$ cat src/rtl/dma_sequencer_if.sv
// Bus bundle for dma_sequencer: external source fetch handshake plus
// destination memory-map write port.
interface dma_sequencer_if;
  logic [31:0] ext_addr;
  logic        ext_req;
  logic        ext_ack;
  logic [15:0] ext_data;
  logic        bus_req;
  logic        bus_grant;
  logic [15:0] bus_addr;
  logic [15:0] bus_wdata;
  logic        bus_write;

  modport master (
    output ext_addr, ext_req,
    input  ext_ack, ext_data,
    output bus_req, bus_addr, bus_wdata, bus_write,
    input  bus_grant
  );

  modport slave (
    input  ext_addr, ext_req,
    output ext_ack, ext_data,
    input  bus_req, bus_addr, bus_wdata, bus_write,
    output bus_grant
  );
endinterface

$ cat src/rtl/dma_sequencer.sv
// Register-programmed DMA copying 16-bit words from a 32-bit external source
// into the 16-bit memory map, one word per fetch/write pair.
module dma_sequencer #(
  parameter int CNT_W = 16
) (
  input  logic                   clk,
  input  logic                   rst,
  input  logic                   dma_en,
  input  logic [1:0]             dma_mode,
  input  logic                   memwrite,
  input  logic [15:0]            writedata,
  output logic [15:0]            dma_rdata,
  dma_sequencer_if.master        bus,
  output logic                   busy,
  output logic                   done
);

  typedef enum logic [2:0] {IDLE, REQ, FETCH, WRITE, DONE} state_t;

  state_t             state_q, state_d;
  logic [31:0]        src;
  logic [15:0]        dst;
  logic [CNT_W-1:0]   cnt;
  logic [15:0]        latch;
  logic [CNT_W-1:0]   amt_wr;
  logic               cpu_wr;
  logic               start;
  logic               write_fire;

  // Register writes are only honoured while idle, so a running copy cannot be retargeted.
  assign cpu_wr     = dma_en & memwrite & (state_q == IDLE);
  assign amt_wr     = CNT_W'(writedata);
  assign start      = cpu_wr && (dma_mode == 2'd3) && (amt_wr != '0);
  assign write_fire = (state_q == WRITE) && bus.bus_grant;

  always_ff @(posedge clk or negedge rst) begin
    if (!rst) state_q <= IDLE;
    else      state_q <= state_d;
  end

  always_comb begin
    state_d       = state_q;
    busy          = 1'b0;
    done          = 1'b0;
    bus.bus_req   = 1'b0;
    bus.ext_req   = 1'b0;
    bus.bus_write = 1'b0;
    bus.ext_addr  = src;
    bus.bus_addr  = dst;
    bus.bus_wdata = latch;
    case (state_q)
      IDLE: begin
        if (start) state_d = REQ;
      end
      REQ: begin
        busy        = 1'b1;
        bus.bus_req = 1'b1;
        if (bus.bus_grant) state_d = FETCH;
      end
      FETCH: begin
        busy        = 1'b1;
        bus.bus_req = 1'b1;
        bus.ext_req = 1'b1;
        if (bus.ext_ack) state_d = WRITE;
      end
      WRITE: begin
        busy          = 1'b1;
        bus.bus_req   = 1'b1;
        bus.bus_write = bus.bus_grant;
        // cnt still holds the pre-decrement value here, so 1 means last word.
        if (bus.bus_grant) state_d = (cnt == CNT_W'(1)) ? DONE : FETCH;
      end
      DONE: begin
        busy    = 1'b1;
        done    = 1'b1;
        state_d = IDLE;
      end
      default: state_d = IDLE;
    endcase
  end

  always_ff @(posedge clk or negedge rst) begin
    if (!rst) begin
      src   <= '0;
      dst   <= '0;
      cnt   <= '0;
      latch <= '0;
    end else begin
      if (cpu_wr) begin
        case (dma_mode)
          2'd0: src[15:0]  <= writedata;
          2'd1: src[31:16] <= writedata;
          2'd2: dst        <= writedata;
          default: cnt     <= amt_wr;
        endcase
      end
      if ((state_q == FETCH) && bus.ext_ack) latch <= bus.ext_data;
      if (write_fire) begin
        src <= src + 32'd1;
        dst <= dst + 16'd1;
        cnt <= cnt - CNT_W'(1);
      end
    end
  end

  always_comb begin
    case (dma_mode)
      2'd0:    dma_rdata = src[15:0];
      2'd1:    dma_rdata = src[31:16];
      2'd2:    dma_rdata = dst;
      default: dma_rdata = 16'(cnt);
    endcase
  end

endmodule
$ cat src/flat_wrapper.sv
// flat-port wrapper written by rule: the top's interface ports become plain ports
module dma_sequencer_flat 
#(
  parameter int CNT_W = 16
)
  (clk, rst, dma_en, dma_mode, memwrite, writedata, dma_rdata, busy, done, bus_ext_addr, bus_ext_req, bus_ext_ack, bus_ext_data, bus_bus_req, bus_bus_addr, bus_bus_wdata, bus_bus_write, bus_bus_grant);
  dma_sequencer_if bus_i ();
  input  logic clk;
  input  logic rst;
  input  logic dma_en;
  input  logic [1:0] dma_mode;
  input  logic memwrite;
  input  logic [15:0] writedata;
  output logic [15:0] dma_rdata;
  output logic busy;
  output logic done;
  output wire logic [$bits(bus_i.ext_addr)-1:0] bus_ext_addr;
  output wire logic [$bits(bus_i.ext_req)-1:0] bus_ext_req;
  input wire logic [$bits(bus_i.ext_ack)-1:0] bus_ext_ack;
  input wire logic [$bits(bus_i.ext_data)-1:0] bus_ext_data;
  output wire logic [$bits(bus_i.bus_req)-1:0] bus_bus_req;
  output wire logic [$bits(bus_i.bus_addr)-1:0] bus_bus_addr;
  output wire logic [$bits(bus_i.bus_wdata)-1:0] bus_bus_wdata;
  output wire logic [$bits(bus_i.bus_write)-1:0] bus_bus_write;
  input wire logic [$bits(bus_i.bus_grant)-1:0] bus_bus_grant;
  assign bus_ext_addr = bus_i.ext_addr;
  assign bus_ext_req = bus_i.ext_req;
  assign bus_i.ext_ack = bus_ext_ack;
  assign bus_i.ext_data = bus_ext_data;
  assign bus_bus_req = bus_i.bus_req;
  assign bus_bus_addr = bus_i.bus_addr;
  assign bus_bus_wdata = bus_i.bus_wdata;
  assign bus_bus_write = bus_i.bus_write;
  assign bus_i.bus_grant = bus_bus_grant;
  dma_sequencer #(.CNT_W(CNT_W)) u_core (.clk(clk), .rst(rst), .dma_en(dma_en), .dma_mode(dma_mode), .memwrite(memwrite), .writedata(writedata), .dma_rdata(dma_rdata), .bus(bus_i), .busy(busy), .done(done));
endmodule
$ cat config.mk
export PLATFORM = sky130hd
export DESIGN_NAME = dma_sequencer_flat
export DESIGN_NICKNAME = d
export VERILOG_FILES = /design/src/rtl/dma_sequencer_if.sv /design/src/rtl/dma_sequencer.sv /design/src/flat_wrapper.sv
export SDC_FILE = /design/constraint.sdc
export NUM_CORES = 1
export LEC_CHECK = 0
export ABC_AREA = 0
export BUFFER_PORTS_ARGS = -buffer_cell sky130_fd_sc_hd__clkbuf_2
export CORE_ASPECT_RATIO = 2
export CORE_MARGIN = 1
export CORE_UTILIZATION = 54
export CTS_CLUSTER_SIZE = 8
export DETAILED_ROUTE_END_ITERATION = 10
export GPL_TIMING_DRIVEN = 1
export PLACE_DENSITY_LB_ADDON = 0.25
export SYNTH_ARGS = -nofsm -noshare
export SYNTH_HDL_FRONTEND = slang
export SYNTH_SLANG_ARGS = --single-unit
$ cat constraint.sdc
create_clock -name clk -period 1.9 [get_ports clk]
set_input_delay 0.095 -clock clk [delete_from_list [all_inputs] [get_ports clk]]
set_output_delay 0.095 -clock clk [all_outputs]
set_load 0.005 [all_outputs]
======== Word-level counts from Yosys, hierarchy flattened ========
Index checks and enable logic that the tools add are counted.
word-level totals
  flip-flop bits (word level) ............. 83
  output and inout bits ................... 85
  logic and storage cells ................. 65
cells by class
  add/sub/neg operators ................... 3
  equal/unequal tests ..................... 13
  mux-type cells .......................... 22
  bitwise logic cells ..................... 2
  reduce and logical (&&, ||, !) cells .... 19
operators by type and width
  operator                                                                  number
  16-bit 2-to-1 mux                                                         8
  32-bit 2-to-1 mux                                                         2
  16-bit case mux with 3 select lines                                       1
  32-bit by 1-bit adder with 32-bit output (second input constant)          1
  16-bit by 1-bit adder with 16-bit output (second input constant)          1
  16-bit by 1-bit equality test with 1-bit output (second input constant)   1
  16-bit nonzero test                                                       1
  16-bit by 1-bit subtractor with 16-bit output (second input constant)     1
  3-bit 2-to-1 mux                                                          5
  3-bit case mux with 4 select lines                                        1
  2-bit AND reduction                                                       4
  2-bit nonzero test                                                        4
  3-bit by 2-bit equality test with 1-bit output (second input constant)    2
  2-bit inequality test (second input constant)                             3
  3-bit OR reduction                                                        2
  1-bit 2-to-1 mux                                                          5
  2-bit equality test (second input constant)                               2
  1-bit logical AND                                                         4
  2-bit by 1-bit inequality test with 1-bit output (second input constant)  2
  4-bit AND reduction                                                       1
  4-bit OR reduction                                                        1
  3-bit by 1-bit equality test with 1-bit output (second input constant)    1
  3-bit equality test (second input constant)                               1
  3-bit logical NOT                                                         1
  other kinds (3)                                                           4

======== Logic depth before layout (Yosys ltp) ========
Gate-level depths: netlist of run 1.
  depth in word-level cells ............... 6
  mapped depth ............................ 9

======== Least setup slack after synthesis of run 1 ========
OpenSTA, ideal clock, no wires.
  path type ............................... register to register
  start point ............................. register u_core.src[0], in the netlist u_core.bus.ext_addr[0]
  end point ............................... register u_core.src[20], in the netlist u_core.bus.ext_addr[20]
  arrival ................................. 1.650 ns
  setup slack ............................. 0.151 ns
  cell stages (with the launch flop) ...... 7
  buffers on the path ..................... 0
  cells stage by stage .................... dfrtp_1 -> ha_1 -> nand4_1 -> nor4_4 -> and2_4 -> a211oi_1 -> a311oi_1
between the ends
  longest elaborated chain between the ends .. 2
ends and longest elaborated chain
  element                                   RTL line             RTL
  from (decl)                               dma_sequencer.sv:21  logic [31:0] src;
  from (signal assigned)                    dma_sequencer.sv:91  2'd0: src[15:0] <= writedata;
  from (signal assigned)                    dma_sequencer.sv:99  src <= src + 32'd1;
  32-bit by 1-bit adder with 32-bit output  dma_sequencer.sv:99
  32-bit 2-to-1 mux                         dma_sequencer.sv:98  if (write_fire) begin
No other way between the ends.
A chain may end at the register's enable or synchronous reset.

======== Worst setup path after layout of run 1 ========
  start point ............................. register u_core.cnt[3]
  end point ............................... register u_core.cnt[12]
between the ends
  longest elaborated chain between the ends .. 2
ends and longest elaborated chain
  element                                        RTL line              RTL
  from (decl)                                    dma_sequencer.sv:23   logic [CNT_W-1:0] cnt;
  from (signal assigned)                         dma_sequencer.sv:94   default: cnt <= amt_wr;
  from (signal assigned)                         dma_sequencer.sv:101  cnt <= cnt - CNT_W'(1);
  16-bit by 1-bit subtractor with 16-bit output  dma_sequencer.sv:101
  16-bit 2-to-1 mux                              dma_sequencer.sv:98
No other way between the ends.

==> key figures, run 1 <==
Setup path
  • CP max FO: 7
  • CP delay by family, top: simple AND/OR/NAND/NOR gates
  • CP max-delay cell: or4_4
  • Crit path required time: 2.12 ns
  • CP arrival: 2.09 ns
  • Buf+Inv Stages, Crit Path: 0
  • Critical Setup Path Class: flip-flop to flip-flop
  • CP peak stage delay: 0.61 ns
  • Worst path cell trace: or4_4, nor2_4, and4b_1, and3_1, nor3_2
  • Nature of the critical path startpoint: flip-flop
  • CP Capture Type: flip-flop

Power and ir drop
  • Worst vdd ir: 0.917 mV
  • Flop pwr share: 0.344
  • Power density cells: 1360 nW/um2
  • Clock share of power: 0.206
  • Comb power frac: 0.450
  • P_leak: 3.01 nW
  • P_int: 5.57 mW
  • Switching portion of total power: 0.398
  • Sw Pwr: 3.69 mW

Global routing
  • Vias in the first global route: 5558
  • Initial antenna violation count: 0
  • Tot GR Track Use: 0.389
  • First-pass GRT wire length: 29300 um
  • Largest net degree at the start of global routing: 50
  • Grt ovf: 0

Drt
  • Post-route DRC violation count: 9
  • Number of DRC markers in iteration 0: 421
  • Pre-antenna DRT Iters: 9
  • Drt via density: 6.73
  • Post-route ant nets: 0
  • Via count: 5573
  • Drt total wl: 18600 um
  • Routed WL per cell: 22.5 um

CTS
  • Clock Latency Late Sink: 0.34 ns
  • H-tree depth: 3
  • Cts bufs inserted: 9
  • Clock transition at the registers of the reported paths: 0.06 ns
  • Clk buf depth: 2
  • CTS Root Cell: clkbuf_16
  • TritonCTS Sinks: 83
  • CTS tree: done

Synth
  • Mapped Nets: 574
  • Number of flops mapped to enable cells by yosys: 0
  • Synth Cell Area: 5130 um2
  • Synth unique cells: 69
  • Seq/Total Area, Yosys: 0.404
  • Async SR Flop Fraction: 1.00
  • Avg Cell Area, Syn: 9.69 um2
  • Yosys warns: 0
  • Synth Flop Type: dfrtp_1
  • Seq cells post-synth: 83
  • Post-Synthesis Cells: 530

Finish
  • Non-filler instance count after layout: 828
  • Nets: 763
  • Area grow syn2layout: 32.9%
  • Commonest non-fill, non-tap cell in the layout: clkbuf_2
  • Share of post-route cells with drive strength above 1: 0.385
  • Final Cell Area: 6820 um2
  • Commonest cells after routing, fill and taps aside: 123 x clkbuf_2, 81 x dfrtp_1, 64 x buf_4
  • Antenna fix cells: 0

Placed design
  • Pre-CTS setup slack: 0.0381 ns
  • Hpwl dp: 13900 um
  • Placer Congestion: 0.978
  • Area post-placement: 6300 um2
  • Buffers on Ports: 124
  • Placed Cells: 795

STA
  • Pin slew with the least headroom to its limit: 0.685 ns
  • Fin. max-slew vios: 0
  • Max Clock Freq: 536 MHz
  • Setup Skew: 0.00749 ns
  • Relative slew slack: 0.544
  • Hold Slack: 0.0433 ns
  • RSZ-0062 raised after global routing: true
  • Hold violation count in the final report: 0
  • Setup violations, final: 0
  • Final WS setup: 0.0342 ns
  • Final setup TNS: 0 ns
  • Fin crit share: 0.982
  • Final Critical Period: 1.87 ns

Floorplanning
  • Core footprint: 9320 um2
  • Die Ht: 140 um
  • Die ar.: 9930 um2
  • IO Pins: 125
  • Die Wd: 71.0 um
  • Rows: 50
  • Starting Density: 0.551

Run status
  • Failing checks: design-rule violations
  • Status: finished, violations left

Min path
  • Min-delay worst type: input pin to flip-flop

Flow run
  • Maxcap violations: 0
[worst register-to-register path, delay by kind of cell (launching register included)]
kind             cells  cell delay, ns
and+or+nand+nor      5            1.32
DFF                  1            0.43
[power groups by stage]
stage	Combinational [mW]	Sequential [mW]	Clock, mW
after floorplan	1.96	3.16	0
after global placement	3.96	3.10	0
after detailed placement	4.04	3.15	0
after CTS	4.09	3.13	1.91
after global routing	4.53	3.24	1.97
final	4.17	3.19	1.91
[area by class of cell]
class / count / area (um2)
clock buffers: 12 / 246
well taps: 104 / 130
clock inverters: 4 / 73.8
inverters: 11 / 43.8
flip-flops and latches: 83 / 2080
fillers: 702 / 2500
multi-input cells: 405 / 2880
repair buffers: 209 / 1370
[path summary, 6_finish.rpt]
kind,cells after the start,slack [ns],from,end
setup / recovery,5,0.03,u_core.cnt[3]$_DFFE_PN0P_,u_core.cnt[12]$_DFFE_PN0P_
hold / removal,2,0.04,bus_bus_grant,u_core.state_q[0]$_DFFE_PN0P_
setup reg to reg,5,0.03,u_core.cnt[3]$_DFFE_PN0P_,u_core.cnt[12]$_DFFE_PN0P_
hold reg to reg,1,0.51,u_core.bus.bus_wdata[11]$_DFFE_PN0P_,u_core.bus.bus_wdata[11]$_DFFE_PN0P_
max in group asynchronous,3,0.94,rst,u_core.bus.ext_addr[26]$_DFFE_PN0P_
min in group asynchronous,2,0.34,rst,u_core.bus.bus_wdata[4]$_DFFE_PN0P_
[through the flow]
stage / total power [mW] / util
after floorplan: 5.12 / -
after global placement: 7.06 / 0.676
after detailed placement: 7.19 / 0.676
after CTS: 9.13 / 0.728
after global routing: 9.74 / 0.732
final: 9.26 / 0.732
[cells by family after synthesis]
kind of cell,count (synthesis),share of synthesized area
muxes,33,0.108
buffers and inverters,42,0.0397
adders and majority gates,4,0.00975
xor gates and xnor gates,2,0.00341
DFF,83,0.404
and+or+nand+nor,239,0.260
AOI/OAI and AO/OA,127,0.174
[state kept, by name, summed over array words and instances, names as in the netlist]
| signal | cells |
|---|---|
| u_core.bus.ext_addr | 32 |
| u_core.bus.bus_addr | 16 |
| u_core.bus.bus_wdata | 16 |
| u_core.cnt | 16 |
| u_core.state_q | 3 |
[per-layer routing]
layer  vias to the layer above  wire, um  global-route usage
met1                      2757      6440               0.432
li1                       2425         -                   -
met5                         -         0                   0
met2                       305      9930               0.684
met4                         0      1110               0.247
met3                        86      1130              0.0568
[cells in the mapped netlist, types with 4 or more instances]
cell type / number / area (um2)
a211oi_1: 16 / 120
a21oi_1: 23 / 115
a311oi_1: 9 / 78.8
a31oi_1: 7 / 43.8
and2_1: 4 / 25.0
and3_1: 11 / 68.8
and4_1: 7 / 61.3
and4b_1: 4 / 40.0
buf_2: 13 / 65.1
buf_4: 6 / 45.0
clkbuf_1: 9 / 33.8
dfrtp_1: 83 / 2080
ha_1: 4 / 50.1
inv_1: 10 / 37.5
mux2_2: 17 / 191
mux4_2: 15 / 338
nand2_1: 53 / 199
nand3_1: 28 / 140
nand4_1: 18 / 113
nor2_1: 57 / 214
nor3_1: 17 / 85.1
nor4_1: 8 / 50.1
o211ai_1: 4 / 30.0
o21a_1: 5 / 37.5
o21ai_0: 19 / 95.1
o221a_2: 7 / 78.8
o22ai_1: 15 / 93.8
[timing repair]
item                                   4_1_cts  5_1_grt
setup endpoints to repair                    0       15
hold buffers                                17        0
setup buffers                                0        0
endpoints found under the hold margin       64        0
resized for setup                            0       12
Note: power is estimated with default switching activity, not from simulation.
==> run 2, diff against run 1 <==
--- a/config.mk
+++ b/config.mk
@@ -14,6 +14,7 @@
 export DETAILED_ROUTE_END_ITERATION = 10
 export GPL_TIMING_DRIVEN = 1
 export PLACE_DENSITY_LB_ADDON = 0.25
+export SETUP_SLACK_MARGIN = 0.2
 export SYNTH_ARGS = -nofsm -noshare
 export SYNTH_HDL_FRONTEND = slang
 export SYNTH_SLANG_ARGS = --single-unit
==> run 2 against run 1 <==
Net effect: the run still ends with design-rule violations left; via count grew 6.8%; largest cell class unchanged; die area is the same; count of clock-buffer cells in the layout shrank 3; critical path depth is the same; routed wire length grew 13%.
==> key figures, run 2 (synthesis gave the netlist of run 1 again) <==
Floorplanning
  • IO Pins: 125 (unchanged)
  • Die ar.: 9930 um2 (unchanged)
  • Die Ht: 140 um (unchanged)
  • Starting Density: 0.551 (unchanged)
  • Core footprint: 9320 um2 (unchanged)
  • Rows: 50 (unchanged)
  • Die Wd: 71.0 um (unchanged)

Finish
  • Non-filler instance count after layout: 882 (was 828)
  • Max reg flops: 32 (unchanged)
  • Commonest cells after routing, fill and taps aside: 123 x clkbuf_2, 86 x buf_4, 76 x dfrtp_1 (was 123 x clkbuf_2, 81 x dfrtp_1, 64 x buf_4)
  • Nets: 817 (was 763)
  • Filler cells: 544 (was 702)
  • Final Cell Area: 7800 um2 (was 6820 um2)
  • Antenna fix cells: 0 (unchanged)
  • Commonest non-fill, non-tap cell in the layout: clkbuf_2 (unchanged)
  • Area grow syn2layout: 52.0% (was 32.9%)
  • Share of post-route cells with drive strength above 1: 0.499 (was 0.385)

Global routing
  • Largest net degree at the start of global routing: 38 (was 50)
  • First-pass GRT wire length: 30000 um (was 29300 um)
  • Vias in the first global route: 5687 (was 5558)
  • Initial antenna violation count: 0 (unchanged)
  • Tot GR Track Use: 0.400 (was 0.389)
  • Grt ovf: 0 (unchanged)

Placed design
  • Buffers on Ports: 124 (unchanged)
  • Placed Cells: 805 (was 795)
  • Hpwl dp: 14300 um (was 13900 um)
  • Placer Congestion: 0.959 (was 0.978)
  • Area post-placement: 6380 um2 (was 6300 um2)

Setup path
  • Nature of the critical path startpoint: flip-flop (unchanged)
  • CP Capture Type: flip-flop (unchanged)
  • Crit path required time: 2.13 ns (was 2.12 ns)
  • Critical Setup Path Class: flip-flop to flip-flop (unchanged)
  • Worst-case reg-to-reg path depth: 5 (unchanged)
  • R2R Setup Slk: 0.06 ns (was 0.03 ns)
  • CP max FO: 6 (was 7)
  • CP arrival: 2.07 ns (was 2.09 ns)
  • Worst path cell trace: or4_4, nor2_4, and4b_2, a41o_1, nor2_1 (was or4_4, nor2_4, and4b_1, and3_1, nor3_2)
  • CP peak stage delay: 0.61 ns (about the same)
  • CP max-delay cell: or4_4 (unchanged)

STA
  • Setup Skew: 0.00834 ns (was 0.00749 ns)
  • Pin slew with the least headroom to its limit: 0.593 ns (was 0.685 ns)
  • Max Clock Freq: 544 MHz (was 536 MHz)
  • Fin. max-slew vios: 0 (unchanged)
  • Hold violation count in the final report: 0 (unchanged)
  • Final Critical Period: 1.84 ns (was 1.87 ns)
  • RSZ-0062 raised after global routing: true (unchanged)
  • Relative slew slack: 0.601 (was 0.544)
  • Setup violations, final: 0 (unchanged)
  • Fin crit share: 0.968 (was 0.982)

Drt
  • Pre-antenna DRT Iters: 11 (was 9)
  • Post-route ant nets: 0 (unchanged)
  • Via count: 5951 (was 5573)
  • Post-route DRC violation count: 13 (was 9)
  • Routed WL per cell: 23.8 um (was 22.5 um)
  • Drt via density: 6.75 (was 6.73)
  • Number of DRC markers in iteration 0: 584 (was 421)
  • Drt total wl: 21000 um (was 18600 um)

Flow run
  • Maxcap violations: 0 (unchanged)

CTS
  • H-tree depth: 3 (unchanged)
  • Clock Latency Late Sink: 0.35 ns (was 0.34 ns)
  • TritonCTS Sinks: 83 (unchanged)
  • Clk buf depth: 2 (unchanged)
  • CTS tree: done (unchanged)
  • Clock transition at the registers of the reported paths: 0.06 ns (about the same)
  • CTS Root Cell: clkbuf_16 (unchanged)
  • Cts bufs inserted: 9 (unchanged)

Run status
  • Status: finished, violations left (unchanged)
  • Failing checks: design-rule violations (unchanged)

Power and ir drop
  • P_leak: 3.44 nW (was 3.01 nW)
  • Power density cells: 1320 nW/um2 (was 1360 nW/um2)
  • Worst vdd ir: 0.962 mV (was 0.917 mV)
  • Pwr Total: 10.3 mW (was 9.26 mW)

Min path
  • Hold depth: 2 (unchanged)
  • Min-delay worst type: input pin to flip-flop (unchanged)
-- run 2: cell types whose count changed in the layout (fill, tap and decap cells not counted), moves of 5 or more --
cell / change
buf_4: +22
buf_6: +24
nand2_2: +6
o21ai_1: +5
dfrtp_2: +5
nand2_1: -8
buf_12: +5
dfrtp_1: -5
o21ai_0: -6
-- run 2: cell type report --
| cell class | instances | area [um2] | area share |
|---|---|---|---|
| Timing Repair Buffer | 262 | 1970 | 0.252 |
| Tap cell | 104 | 130 | 0.0167 |
| Sequential cell | 83 | 2090 | 0.267 |
| Multi-Input combinational cell | 406 | 3230 | 0.414 |
| Clock inverter | 7 | 116 | 0.0149 |
| Clock buffer | 9 | 225 | 0.0289 |
| Inverter | 11 | 46.3 | 0.00593 |
-- run 2: final timing paths --
kind / from / endpoint
setup / recovery: u_core.cnt[3]$_DFFE_PN0P_ / u_core.cnt[14]$_DFFE_PN0P_
hold / removal: bus_ext_data[9] / u_core.bus.bus_wdata[9]$_DFFE_PN0P_
setup reg to reg: u_core.cnt[3]$_DFFE_PN0P_ / u_core.cnt[14]$_DFFE_PN0P_
hold reg to reg: u_core.bus.bus_wdata[5]$_DFFE_PN0P_ / u_core.bus.bus_wdata[5]$_DFFE_PN0P_
max in group asynchronous: rst / u_core.bus.ext_addr[22]$_DFFE_PN0P_
min in group asynchronous: rst / u_core.bus.bus_wdata[15]$_DFFE_PN0P_
-- run 2: where the power goes --
part,switching [mW],internal [mW]
sequential,0.756,2.41
combinational,2.57,2.53
clock,0.762,1.28
total,4.09,6.22
-- run 2: per-layer routing --
layer / global-route usage / up-vias / wire length (um)
met5: 0 / - / 0
met4: 0.236 / 0 / 1460
met3: 0.0597 / 112 / 1580
met2: 0.720 / 427 / 11000
met1: 0.436 / 2867 / 6940
li1: - / 2545 / -
-- run 2: worst max-delay path: cells and delay by family (launching register included) --
kind               cells  cell delay, ns
AOI/OAI and AO/OA      1            0.18
and+or+nand+nor        4            1.15
DFF                    1            0.40
-- run 2: timing repair --
action	CTS	global route
hold buffers	16	0
buffers inserted	14	27
gates cloned	0	4
hold endpoints to repair	50	0
pin swaps	18	41
endpoints found under the setup margin	41	78
gates resized for setup	30	90
-- run 2: through the flow --
step,utilization,setup WS (ns),setup TNS [ns],hold WS (ns)
after floorplan,-,0.210,0,-0.201
after global placement,0.684,0.0281,0,0.0983
after detailed placement,0.684,-0.0315,-0.0483,0.106
after CTS,0.764,0.0946,0,0.0140
after global routing,0.837,0.0122,0,0.0138
final,0.837,0.0617,0,0.0159
==> run 3, diff against run 2 <==
--- a/config.mk
+++ b/config.mk
@@ -6,12 +6,12 @@
 export NUM_CORES = 1
 export LEC_CHECK = 0
 export ABC_AREA = 0
-export BUFFER_PORTS_ARGS = -buffer_cell sky130_fd_sc_hd__clkbuf_2
 export CORE_ASPECT_RATIO = 2
 export CORE_MARGIN = 1
 export CORE_UTILIZATION = 54
 export CTS_CLUSTER_SIZE = 8
 export DETAILED_ROUTE_END_ITERATION = 10
+export DONT_BUFFER_PORTS = 1
 export GPL_TIMING_DRIVEN = 1
 export PLACE_DENSITY_LB_ADDON = 0.25
 export SETUP_SLACK_MARGIN = 0.2
==> constraint.sdc (replaced) <==
create_clock -name clk -period 1.9 [get_ports clk]
set_input_delay 0.285 -clock clk [delete_from_list [all_inputs] [get_ports clk]]
set_output_delay 0.285 -clock clk [all_outputs]
set_load 0.005 [all_outputs]
==> run 3 against run 2 <==
Net effect: the run ends with design-rule violations, negative hold slack left; setup slack better by 0.0023 ns; routed wire length down 1.4%; combinational power decreased by 12%; via count decreased by 7.9%; fmax rose by 0.13%; die area unchanged; non-clock buffer count down 128; register-to-register slack better by 0.02 ns; final area shrank 8.4%; total power down 6.3%; count of clock-buffer cells in the layout grew 1; hold slack worse by 0.39 ns; highest routed layer unchanged.
==> key figures, run 3 (synthesis gave the netlist of run 1 again) <==
Setup path
  • R2R Path Start: u_core.cnt[3]$_DFFE_PN0P_ (unchanged)
  • CP peak stage delay: 0.51 ns (was 0.61 ns)
  • CP max-delay cell: mux4_2 (was or4_4)
  • WP depth: 3 (was 5)
  • CP max FO: 3 (was 6)
  • Crit path required time: 1.62 ns (was 2.13 ns)
  • Buf+Inv Stages, Crit Path: 2 (was 0)
  • Worst-case reg-to-reg path depth: 5 (unchanged)
  • CP arrival: 1.55 ns (was 2.07 ns)
  • Worst reg2reg path endpoint: u_core.cnt[12]$_DFFE_PN0P_ (was u_core.cnt[14]$_DFFE_PN0P_)
  • CP delay by family, top: multiplexers (was simple AND/OR/NAND/NOR gates)
  • Nature of the critical path startpoint: flip-flop (unchanged)
  • Critical path startpoint: u_core.cnt[3]$_DFFE_PN0P_ (unchanged)
  • R2R Setup Slk: 0.08 ns (was 0.06 ns)
  • Worst path cell trace: buf_4, buf_6, mux4_2 (was or4_4, nor2_4, and4b_2, a41o_1, nor2_1)
  • Critical Setup Path Class: flip-flop to output port (was flip-flop to flip-flop)
  • Crit path to: dma_rdata[3] (was u_core.cnt[14]$_DFFE_PN0P_)
  • CP Capture Type: output port (was flip-flop)

STA
  • Fin. max-slew vios: 0 (unchanged)
  • Relative slew slack: 0.481 (was 0.601)
  • Pin slew with the least headroom to its limit: 0.771 ns (was 0.593 ns)
  • Hold violation count in the final report: 83 (was 0)
  • RSZ-0062 raised after global routing: true (unchanged)
  • Max Clock Freq: 545 MHz (was 544 MHz)
  • Final Critical Period: 1.84 ns (about the same)
  • Final WS setup: 0.0640 ns (was 0.0617 ns)
  • Setup violations, final: 0 (unchanged)
  • Hold Slack: -0.377 ns (was 0.0159 ns)
  • Fin crit share: 0.966 (was 0.968)
  • Setup Skew: 0.00955 ns (was 0.00834 ns)

Finish
  • Area grow syn2layout: 39.2% (was 52.0%)
  • Antenna fix cells: 0 (unchanged)
  • Share of post-route cells with drive strength above 1: 0.419 (was 0.499)
  • Max reg flops: 32 (unchanged)
  • Commonest cells after routing, fill and taps aside: 85 x buf_4, 74 x dfrtp_1, 53 x nor2_1 (was 123 x clkbuf_2, 86 x buf_4, 76 x dfrtp_1)
  • Commonest non-fill, non-tap cell in the layout: buf_4 (was clkbuf_2)
  • Nets: 688 (was 817)
  • Final Cell Area: 7150 um2 (was 7800 um2)

CTS
  • CTS tree: done (unchanged)
  • Clock transition at the registers of the reported paths: 0.07 ns (was 0.06 ns)
  • H-tree depth: 3 (unchanged)
  • Cts bufs inserted: 9 (unchanged)
  • CTS Root Cell: clkbuf_16 (unchanged)
  • Clock Latency Late Sink: 0.35 ns (about the same)
  • TritonCTS Sinks: 83 (unchanged)
  • Clk buf depth: 2 (unchanged)

Power and ir drop
  • Sw Pwr: 3.89 mW (was 4.09 mW)
  • Comb power frac: 0.464 (was 0.495)
  • Clock share of power: 0.199 (was 0.198)
  • Flop pwr share: 0.337 (was 0.307)
  • Power density cells: 1350 nW/um2 (was 1320 nW/um2)
  • P_leak: 2.95 nW (was 3.44 nW)
  • Worst vdd ir: 0.763 mV (was 0.962 mV)
  • Pwr Total: 9.66 mW (was 10.3 mW)
  • Switching portion of total power: 0.403 (was 0.397)
  • P_int: 5.77 mW (was 6.22 mW)

Placed design
  • Hpwl dp: 13200 um (was 14300 um)
  • Placer Congestion: 0.965 (was 0.959)
  • Buffers on Ports: 0 (was 124)
  • Area post-placement: 5720 um2 (was 6380 um2)
  • Pre-CTS setup slack: -0.0351 ns (was -0.0315 ns)

Global routing
  • First-pass GRT wire length: 29000 um (was 30000 um)
  • Largest net degree at the start of global routing: 84 (was 38)
  • Grt ovf: 0 (unchanged)
  • Vias in the first global route: 5245 (was 5687)
  • Tot GR Track Use: 0.390 (was 0.400)
  • Initial antenna violation count: 0 (unchanged)

Drt
  • Drt via density: 7.28 (was 6.75)
  • Via count: 5479 (was 5951)
  • Drt total wl: 20700 um (was 21000 um)
  • Number of DRC markers in iteration 0: 498 (was 584)
  • Post-route DRC violation count: 13 (unchanged)
  • Post-route ant nets: 0 (unchanged)
  • Pre-antenna DRT Iters: 8 (was 11)
  • Routed WL per cell: 27.5 um (was 23.8 um)

Min path
  • Min-delay worst type: input pin to async pin (was input pin to flip-flop)

Floorplanning
  • Die Wd: 71.0 um (unchanged)
  • IO Pins: 125 (unchanged)
  • Die ar.: 9930 um2 (unchanged)
  • Core footprint: 9320 um2 (unchanged)
  • Die Ht: 140 um (unchanged)
  • Starting Density: 0.551 (unchanged)
  • Rows: 50 (unchanged)

Run status
  • Status: finished, violations left (unchanged)
  • Failing checks: design-rule violations, negative hold slack (was design-rule violations)

Flow run
  • Maxcap violations: 0 (unchanged)
-- run 3: worst register-to-register path, cell delays in order (launching register included) --
cell and delay, ns:
dfrtp_1 0.42, or4_4 0.61, nor2_4 0.15, and4b_2 0.29, and3_1 0.19, nor3_2 0.05
-- run 3: how the worst min path moves through the flow --
stage          from                             endpoint  slack [ns]
4_1_cts         rst        u_core.state_q[1]$_DFFE_PN0P_       -0.37
3_3_place_gp    rst  u_core.bus.bus_wdata[2]$_DFFE_PN0P_      -0.009
3_5_place_dp    rst  u_core.bus.bus_wdata[2]$_DFFE_PN0P_      -0.009
5_1_grt         rst            u_core.cnt[1]$_DFFE_PN0P_       -0.38
2_1_floorplan   rst   u_core.bus.bus_addr[0]$_DFFE_PN0P_       -0.01
6_report        rst        u_core.state_q[1]$_DFFE_PN0P_       -0.38
-- run 3: cell type report --
| class | count | area (um2) |
|---|---|---|
| Inverter | 11 | 48.8 |
| Fill cell | 580 | 2180 |
| Clock inverter | 6 | 90.1 |
| Timing Repair Buffer | 134 | 1320 |
| Tap cell | 104 | 130 |
| Multi-Input combinational cell | 405 | 3240 |
| Sequential cell | 83 | 2090 |
| Clock buffer | 10 | 229 |
-- run 3: power by group through the flow --
stage / clock network [mW] / registers [mW] / logic, mW
2_1_floorplan: 0 / 3.16 / 1.96
3_3_place_gp: 0 / 3.12 / 3.32
3_5_place_dp: 0 / 3.18 / 3.42
4_1_cts: 1.91 / 3.15 / 3.79
5_1_grt: 1.98 / 3.32 / 4.72
6_report: 1.93 / 3.25 / 4.48
-- run 3: what timing repair did --
item,4_1_cts,5_1_grt
resized for setup,40,110
setup endpoints to repair,56,92
buffers inserted,29,23
cloned,2,3
pin swaps,16,52
endpoints found under the hold margin,83,83
-- run 3: per-stage QoR --
| step | setup TNS (ns) | hold slack, ns | utilization | cells |
|---|---|---|---|---|
| 2_1_floorplan | 0 | -0.0106 | - | 530 |
| 3_3_place_gp | -0.0258 | -0.00914 | 0.614 | 680 |
| 3_5_place_dp | -0.0493 | -0.00865 | 0.614 | 680 |
| 4_1_cts | 0 | -0.373 | 0.692 | 727 |
| 5_1_grt | 0 | -0.380 | 0.767 | 753 |
| 6_report | 0 | -0.377 | 0.767 | 753 |
-- run 3: routing by layer --
layer | track usage | vias up | share of wire
li1 | - | 2284 | -
met1 | 0.409 | 2661 | 0.32
met2 | 0.677 | 414 | 0.51
met3 | 0.0885 | 120 | 0.089
met4 | 0.268 | 0 | 0.081
met5 | 0 | - | 0
